[src/rtl/muldiv_pkg.sv]
// Shared definitions for the HI/LO multiply/divide unit: op codes, FSM states
// and the two's-complement sign-correction helper.
package muldiv_pkg;

    localparam logic [2:0] OP_MULT  = 3'd0;
    localparam logic [2:0] OP_MULTU = 3'd1;
    localparam logic [2:0] OP_DIV   = 3'd2;
    localparam logic [2:0] OP_DIVU  = 3'd3;
    localparam logic [2:0] OP_MTHI  = 3'd4;
    localparam logic [2:0] OP_MTLO  = 3'd5;

    typedef enum logic [1:0] {
        IDLE,
        CALC,
        FIX
    } state_e;

    // Widest value the sign-correction helper handles (2*WIDTH for WIDTH <= 64).
    localparam int FIX_BITS = 128;

    // Conditionally negate; callers zero-extend in and truncate out, which is
    // exact because negation modulo 2^N only depends on the low N bits.
    function automatic logic [FIX_BITS-1:0] cond_neg(input logic [FIX_BITS-1:0] v,
                                                     input logic                neg);
        return neg ? (~v + 1'b1) : v;
    endfunction

endpackage

[src/rtl/muldiv_iter.sv]
// Shared radix-2 iteration datapath: a 2*WIDTH accumulator that performs one
// shift-add multiply step or one restoring shift-subtract divide step per enable.
// Both modes load {0, a}; after WIDTH steps the accumulator holds the product,
// or {remainder, quotient} for division.
module muldiv_iter #(
    parameter int WIDTH = 32
) (
    input  logic               clk,
    input  logic               rst,
    input  logic               load,
    input  logic               step,
    input  logic               mode_div,
    input  logic [WIDTH-1:0]   a,
    input  logic [WIDTH-1:0]   b,
    output logic [2*WIDTH-1:0] acc
);

    logic [WIDTH-1:0]   b_q;
    logic [2*WIDTH-1:0] acc_q;
    logic [2*WIDTH-1:0] acc_next;
    logic [WIDTH:0]     mul_sum;
    logic [WIDTH:0]     div_trial;
    logic [WIDTH-1:0]   div_diff;

    // Next accumulator value for one multiply or divide step.
    always_comb begin
        // NOTE: every always_comb output gets a default first so no path can infer a latch.
        acc_next  = acc_q;
        mul_sum   = {1'b0, acc_q[2*WIDTH-1:WIDTH]} + (acc_q[0] ? {1'b0, b_q} : '0);
        div_trial = acc_q[2*WIDTH-1:WIDTH-1];
        div_diff  = div_trial[WIDTH-1:0] - b_q;
        if (mode_div) begin
            if (div_trial >= {1'b0, b_q}) begin
                acc_next = {div_diff, acc_q[WIDTH-2:0], 1'b1};
            end else begin
                acc_next = {acc_q[2*WIDTH-2:0], 1'b0};
            end
        end else begin
            acc_next = {mul_sum, acc_q[WIDTH-1:1]};
        end
    end

    // Accumulator and divisor/multiplier registers.
    always_ff @(posedge clk or posedge rst) begin
        if (rst) begin
            // NOTE: state registers use non-blocking assignments so every flop samples pre-edge values.
            acc_q <= '0;
            b_q   <= '0;
        end else if (load) begin
            acc_q <= {{WIDTH{1'b0}}, a};
            b_q   <= b;
        end else if (step) begin
            acc_q <= acc_next;
        end
    end

    assign acc = acc_q;

endmodule

[src/rtl/muldiv_unit.sv]
// Multi-cycle multiply/divide unit with architectural HI/LO registers.
// MULT*/DIV* take WIDTH+1 cycles (WIDTH iteration steps plus one sign-fix
// cycle); MTHI/MTLO write in a single cycle. Issue is ignored while busy.
module muldiv_unit #(
    parameter int WIDTH = 32,
    parameter int CNT_W = $clog2(WIDTH) + 1
) (
    input  logic             clk,
    input  logic             rst,
    input  logic             start,
    input  logic [2:0]       op,
    input  logic [WIDTH-1:0] rs_val,
    input  logic [WIDTH-1:0] rt_val,
    output logic             busy,
    output logic             done,
    output logic [WIDTH-1:0] hi,
    output logic [WIDTH-1:0] lo
);

    import muldiv_pkg::*;

    localparam int PW = 2 * WIDTH;

    state_e             state, state_next;
    logic [CNT_W-1:0]   cnt;
    logic               is_div;
    logic               neg_main;
    logic               neg_rem;
    logic               accept_op;
    logic               accept_mtx;
    logic               iter_step;
    logic               signed_op;
    logic               sign_a;
    logic               sign_b;
    logic [WIDTH-1:0]   a_mag;
    logic [WIDTH-1:0]   b_mag;
    logic [PW-1:0]      acc;
    logic [PW-1:0]      prod_fix;
    logic [WIDTH-1:0]   quo_fix;
    logic [WIDTH-1:0]   rem_fix;

    // Operand magnitudes and result signs; unsigned ops pass raw values.
    always_comb begin
        signed_op = ~op[0];
        sign_a    = signed_op & rs_val[WIDTH-1];
        sign_b    = signed_op & rt_val[WIDTH-1];
        a_mag     = sign_a ? (~rs_val + 1'b1) : rs_val;
        b_mag     = sign_b ? (~rt_val + 1'b1) : rt_val;
    end

    // Sign correction applied in the FIX cycle.
    always_comb begin
        prod_fix = PW'(cond_neg(FIX_BITS'(acc), neg_main));
        quo_fix  = WIDTH'(cond_neg(FIX_BITS'(acc[WIDTH-1:0]), neg_main));
        rem_fix  = WIDTH'(cond_neg(FIX_BITS'(acc[PW-1:WIDTH]), neg_rem));
    end

    // FSM state register.
    always_ff @(posedge clk or posedge rst) begin
        if (rst) begin
            state <= IDLE;
        end else begin
            state <= state_next;
        end
    end

    // FSM next-state and control outputs.
    always_comb begin
        state_next = state;
        busy       = 1'b0;
        accept_op  = 1'b0;
        accept_mtx = 1'b0;
        iter_step  = 1'b0;
        unique case (state)
            IDLE: begin
                accept_op  = start & ~op[2];
                accept_mtx = start & ((op == OP_MTHI) | (op == OP_MTLO));
                if (accept_op) state_next = CALC;
            end
            CALC: begin
                busy      = 1'b1;
                iter_step = 1'b1;
                if (cnt == CNT_W'(WIDTH - 1)) state_next = FIX;
            end
            FIX: begin
                busy       = 1'b1;
                state_next = IDLE;
            end
            default: state_next = IDLE;
        endcase
    end

    // Operand-side latches, iteration counter, HI/LO and the done pulse.
    always_ff @(posedge clk or posedge rst) begin
        if (rst) begin
            cnt      <= '0;
            is_div   <= 1'b0;
            neg_main <= 1'b0;
            neg_rem  <= 1'b0;
            hi       <= '0;
            lo       <= '0;
            done     <= 1'b0;
        end else begin
            done <= 1'b0;
            if (accept_mtx) begin
                if (op == OP_MTHI) hi <= rs_val;
                else               lo <= rs_val;
            end
            if (accept_op) begin
                cnt      <= '0;
                is_div   <= op[1];
                // Divide by zero keeps the all-ones quotient unnegated.
                neg_main <= (sign_a ^ sign_b) & ~(op[1] & (rt_val == '0));
                neg_rem  <= sign_a;
            end
            if (iter_step) cnt <= cnt + 1'b1;
            if (state == FIX) begin
                done <= 1'b1;
                if (is_div) begin
                    lo <= quo_fix;
                    hi <= rem_fix;
                end else begin
                    {hi, lo} <= prod_fix;
                end
            end
        end
    end

    muldiv_iter #(.WIDTH(WIDTH)) u_iter (
        .clk      (clk),
        .rst      (rst),
        .load     (accept_op),
        .step     (iter_step),
        .mode_div (is_div),
        .a        (a_mag),
        .b        (b_mag),
        .acc      (acc)
    );

endmodule

[config.mk]
export PLATFORM = sky130hd
export DESIGN_NAME = muldiv_unit
export DESIGN_NICKNAME = d
export VERILOG_FILES = /design/src/rtl/muldiv_pkg.sv /design/src/rtl/muldiv_iter.sv /design/src/rtl/muldiv_unit.sv
export SDC_FILE = /design/constraint.sdc
export NUM_CORES = 1
export LEC_CHECK = 0
export BUFFER_PORTS_ARGS = -buffer_cell sky130_fd_sc_hd__buf_2
export CORE_MARGIN = 10
export CORE_UTILIZATION = 60
export CTS_CLUSTER_DIAMETER = 40
export DETAILED_ROUTE_END_ITERATION = 12
export GPL_TIMING_DRIVEN = 0
export HOLD_SLACK_MARGIN = 0.05
export PLACE_DENSITY = 0.9
export SETUP_SLACK_MARGIN = 0.02
export SLEW_MARGIN = 30
export SYNTH_ARGS = -nofsm -noshare
export SYNTH_HDL_FRONTEND = slang
export SYNTH_SLANG_ARGS = --single-unit
[constraint.sdc]
create_clock -name clk -period 17.4 [get_ports clk]
set_input_delay 2.61 -clock clk [delete_from_list [all_inputs] [get_ports clk]]
set_output_delay 2.61 -clock clk [all_outputs]
set_load 0.01 [all_outputs]
# After elaboration in Yosys (flattened, before gate mapping)
# Index checks and enable logic that the tools add are counted.
totals:
  regBits: 172
  inputBits: 70
  out_inout_bits: 66
classes:
  n_eq_ne: 8
  magnitude_cmp: 1
  n_mux: 28
  bitwise_logic: 16
  n_addsub: 8
  reduce_logical: 9
ops:
  columns: ["op", "count"]
  rows:
  - ["32-bit two-way mux", 13]
  - ["64-bit two-way mux", 5]
  - ["32-bit by 1-bit adder with 32-bit output (second input constant)", 4]
  - ["32-bit inverter", 4]
  - ["64-bit by 1-bit adder with 64-bit output (second input constant)", 1]
  - ["64-bit inverter", 1]
  - ["32-bit by 33-bit adder with 33-bit output", 1]
  - ["33-bit by 32-bit >= comparator with 1-bit output", 1]
  - ["32-bit logical NOT", 1]
  - ["32-bit subtractor", 1]
  - ["6-bit two-way mux", 2]
  - ["6-bit by 1-bit adder with 6-bit output (second input constant)", 1]
  - ["1-bit AND", 6]
  - ["3-bit == test (second input constant)", 2]
  - ["6-bit by 5-bit == test with 1-bit output (second input constant)", 1]
  - ["2-bit AND reduction", 3]
  - ["2-bit nonzero test", 3]
  - ["1-bit two-way mux", 5]
  - ["2-bit two-way mux", 2]
  - ["2-bit inequality test (second input constant)", 2]
  - ["2-bit one-hot mux with 2 select lines", 1]
  - ["1-bit inverter", 3]
  - ["2-bit by 1-bit == test with 1-bit output (second input constant)", 1]
  - ["2-bit == test (second input constant)", 1]
  - ["other kinds (5)", 5]

# Longest topological paths before layout
logic_depth:
  ltp_word: 6
  mapped_depth: 14

# By module
# Synthesis repeated with hierarchy kept, for this count alone.
unflattened:
  cells_unflattened: 1853
  area_unflattened_um2: 14895.5
modules_own_cells:
  columns: ["module", "cells_each", "seq_area_each_um2", "area_each_um2", "instances"]
  rows:
  - ["muldiv_iter", 1037, 2402.3, 8185.4, 1]
  - ["muldiv_unit", 816, 1901.8, 6710.2, 1]

# Worst setup path after synthesis
# OpenSTA, ideal clock, no wires.
synth_path:
  path_kind: "input port to flip-flop"
  from: "input rs_val[2]"
  to: "register u_iter.acc_q[29] (netlist: u_iter.acc[29])"
  arrival_ns: 4.766
  t_required_ns: 17.267
  path_stages: 10
  setup_slack_ns: 12.501
  path_buffers: 1
  setup_ns: 0.133
  cell_sequence: "clkbuf_1 -> nor4_1 -> nand2_1 -> nor4_1 -> nor3b_1 -> nand2_1 -> or2_2 -> o41ai_1 -> xor2_1 -> o21ai_0"
synth_between:
  elab_chain_cells: 4
synth_lines:
  columns: ["item", "line", "rtl"]
  rows:
  - ["start: declaration", "muldiv_unit.sv:12", "input logic [WIDTH-1:0] rs_val,"]
  - ["32-bit inverter", "muldiv_unit.sv:47", "a_mag = sign_a ? (~rs_val + 1'b1) : rs_val;"]
  - ["32-bit by 1-bit adder with 32-bit output", "muldiv_unit.sv:47", null]
  - ["32-bit two-way mux", "muldiv_unit.sv:47", null]
  - ["64-bit two-way mux", "muldiv_iter.sv:49", "end else if (load) begin"]
  - ["end signal: assignment", "muldiv_iter.sv:50", "acc_q <= {{WIDTH{1'b0}}, a};"]
  - ["end signal: assignment", "muldiv_iter.sv:53", "acc_q <= acc_next;"]
  - ["end: declaration", "muldiv_iter.sv:19", "logic [2*WIDTH-1:0] acc_q;"]
# Every way passes these cells.
# A chain may end at the register's enable or synchronous reset.

# Worst setup path after layout
layout_path:
  from: "input rs_val[3]"
  to: "register u_iter.acc_q[29] (netlist: u_iter.acc[29])"
# Same word-level chain as after synthesis.

==> qor.csv <==
stage;metric;value;unit
synthesis;yosys.cell_types.count;77;
place;place_congestion;1.06;
critical_path;max_stage_delay;0.65;ns
timing;rsz0062_at_grt;no;
place;placed_cell_area;15700;um^2
critical_path;cp_data_arrival_time;5.74;ns
timing;fin_crit_sh;31.2;%
clock_tree;cts-root-buf;clkbuf_16;
synthesis;synth_most_common_cell;o21ai_0;
critical_path;crit_start;rs_val[3];
power_and_ir_drop;total_power;3.53;mW
route;via_count;15300;
floorplan;coreArea;24100;um^2
timing;whs;0.480;ns
power_and_ir_drop;p_leak;7.01;nW
route;wl;54.0;mm
global_route;grt_pass1_vias;15000;
critical_path;path_depth;10;
layout;seqCellArea;4300;um^2
floorplan;initial_core_util;60.6;%
synthesis;ys_dominant_reg_cell;dfrtp_1;
route;ant_nets;0;
global_route;grt.overflow.total;0;
synthesis;avgSynthCellArea;8.01;um^2
min_path;worstHoldStart;u_iter.b_q[23];
min_path;hold_depth;2;
global_route;antenna_found_initial;0;
synthesis;synth.ff_latch_count;172;
timing;fin_skew;0.0143;ns
clock_tree;cts-htree-levels;4;
global_route;grt_max_degree;93;
timing;setup_slack;11.98;ns
clock_tree;cts_hold_buffers;0;
synthesis;ys_top_cells_by_area;dfrtp_1 (29%), o21ai_0 (7.5%), ha_1 (6.2%);
timing;maxSlewViolCount;0;
critical_path;cp_top_family;simple AND/OR/NAND/NOR gates;
floorplan;dieArea;31000;um^2
flow_run;maxCapViolCount;0;
place;place_inst;2279;
synthesis;synth_top_area_cell;dfrtp_1;
min_path;min_path_type;flip-flop to flip-flop;
layout;multi_input_area;9610;um^2
layout;area_delta_synth_final;11.8;%
layout;drive_above_1_share;10.4;%
floorplan;die_w;176;um
clock_tree;clk_latency;0.45;ns
critical_path;path_class;input pin to flip-flop;
clock_tree;cts_tree;built;
timing;tightest_slew;0.969;ns
critical_path;rr_worst_depth;12;
critical_path;cp-end-kind;flip-flop;
critical_path;slowest_stage;nor4_1;
timing;fmax;0.184;GHz
synthesis;synth_edf_count;0;
clock_tree;clock_path_buffers;2;
timing;min_period;5.42;ns
synthesis;syn_nets;1967;
clock_tree;post_cts_resized;0;
synthesis;ys_seq_area_share;29.5;%
route;drt_first_pass_iters;6;
clock_tree;cts_setup_buffers;0;
critical_path;r2r_start;u_iter.acc[0];
clock_tree;cts_sinks;172;
clock_tree;clk_pin_slew;0.08;ns
global_route;grt_use_total;34.1;%
place;place_ws;11.63;ns
timing;slew_headroom;35.4;%
route;drt_iter0_drc;1873;
synthesis;syn_area;14600;um^2
power_and_ir_drop;power_density;216;nW/um^2
critical_path;cp.required;17.71;ns
route;route.detailed.drc;0;
timing;setup_tns;0;ns
synthesis;synth_top_cell_area_share;29.5;%
layout;nets;2118;
layout;fin_util;67.7;%
layout;final_cells;2311;
critical_path;cp_max_fo;6;
layout;antenna_cells;0;
route;wl_per_cell;23.4;um
synthesis;async_flop_share;100;%
synthesis;ys_warn_count;0;
floorplan;num_rows;57;
global_route;grt_first_pass_wirelength;83.6;mm
layout;fillers;2061;
synthesis;synth_cells;1823;
critical_path;crit_path_start_kind;input pin;
synthesis;synth_commonest_cells;o21ai_0 (220), nand2_1 (207), dfrtp_1 (172);
power_and_ir_drop;vdd_ir_drop_max;0.0787;mV
route;avgViaCountPerCell;6.63;
floorplan;ios;136;
critical_path;timing.critical_path.cells;buf_2 -> nor4_1 -> nand2_1 -> nor4_1 -> nor3b_1 -> nand2_1 -> or2_2 -> o41ai_1 -> xor2_1 -> o21ai_0;
clock_tree;numCtsBuffers;17;
critical_path;crit_buf_inv;1;
timing;hold_viol;0;
status;status;complete, no violations;
timing;setup_viol;0;
place;numPortBuffers;131;
floorplan;die_h;176;um
layout;postLayoutCellArea;16300;um^2
place;dp_hpwl;42.2;mm
[layout make-up]
cell class	instances	share of cell area, %
clock buffers	17	2.60
plain buffers	112	2.67
repair buffers	132	4.18
multi-input cells	1470	58.9
clock inverters	15	1.22
inverters	69	1.63
well taps	324	2.48
flip-flops and latches	172	26.4
[sequential cells by signal, summed over array words and instances (netlist names)]
| register | flops |
|---|---|
| neg_rem | 1 |
| u_iter.b_q | 32 |
| neg_main | 1 |
| is_div | 1 |
| u_iter.acc | 64 |
| hi | 32 |
| lo | 32 |
| cnt | 6 |
| done | 1 |
| state | 2 |
[path summary, 6_finish.rpt]
kind                             endpoint  slack (ns)
setup / recovery           u_iter.acc[29]       11.98
hold / removal             u_iter.b_q[23]        0.48
setup reg to reg                   hi[30]       12.45
hold reg to reg            u_iter.b_q[23]        0.48
max in group asynchronous           hi[1]       14.30
min in group asynchronous  u_iter.acc[36]        2.21
[layout by cell type, fill, tap and decap left out, drive strengths merged, types with 8 or more instances in the layout]
cell    synthesis  layout
nor4           16      16
o21ai         228     228
dfrtp         172     172
nor2b          23      23
buf            19     151
o41ai          16      16
a21o           28      28
a211oi         18      18
o22ai           8       8
xnor2         100     100
or2             9       9
nand4          12      12
o21bai          9       9
o21a           15      15
mux2            8       8
clkinv          1       9
ha             72      72
mux2i          88      88
and3           15      15
xor2           65      65
clkbuf         93     110
nand3          26      26
nor3           39      39
or4            15      15
inv            68      73
nand2         207     207
or3            11      11
nand2b         15      15
a31oi          29      29
a21oi         126     126
nor2          116     116
o211ai         51      51
o31ai          23      23
[cells by family after synthesis]
group / share of synthesized area, %
AOI/OAI and AO/OA: 25.6
and+or+nand+nor: 17.2
buffers and inverters: 4.75
DFF: 29.5
xor gates and xnor gates: 9.89
muxes: 6.65
adders and majority gates: 6.44
[power by group]
part	switching, mW	internal (mW)	total (mW)	leakage [nW]
clock network	0.198	0.208	0.406	0.299
registers	0.236	0.591	0.827	2.06
logic	1.43	0.874	2.30	4.65
[layer usage]
layer / share of wire [%] / GRT usage [%]
met1: 38 / 40.2
met5: 0 / 0
met2: 46 / 57.0
met3: 9.2 / 5.85
met4: 6.6 / 21.2
[tightest hold or removal path, delay by kind of cell, from the launching register on]
kind / cells / cell delay [ns]
AND/OR/NAND/NOR: 1 / 0.05
flip-flops: 1 / 0.34
AO/OA/AOI/OAI: 1 / 0.06
Power figures use the tool's default switching activity.
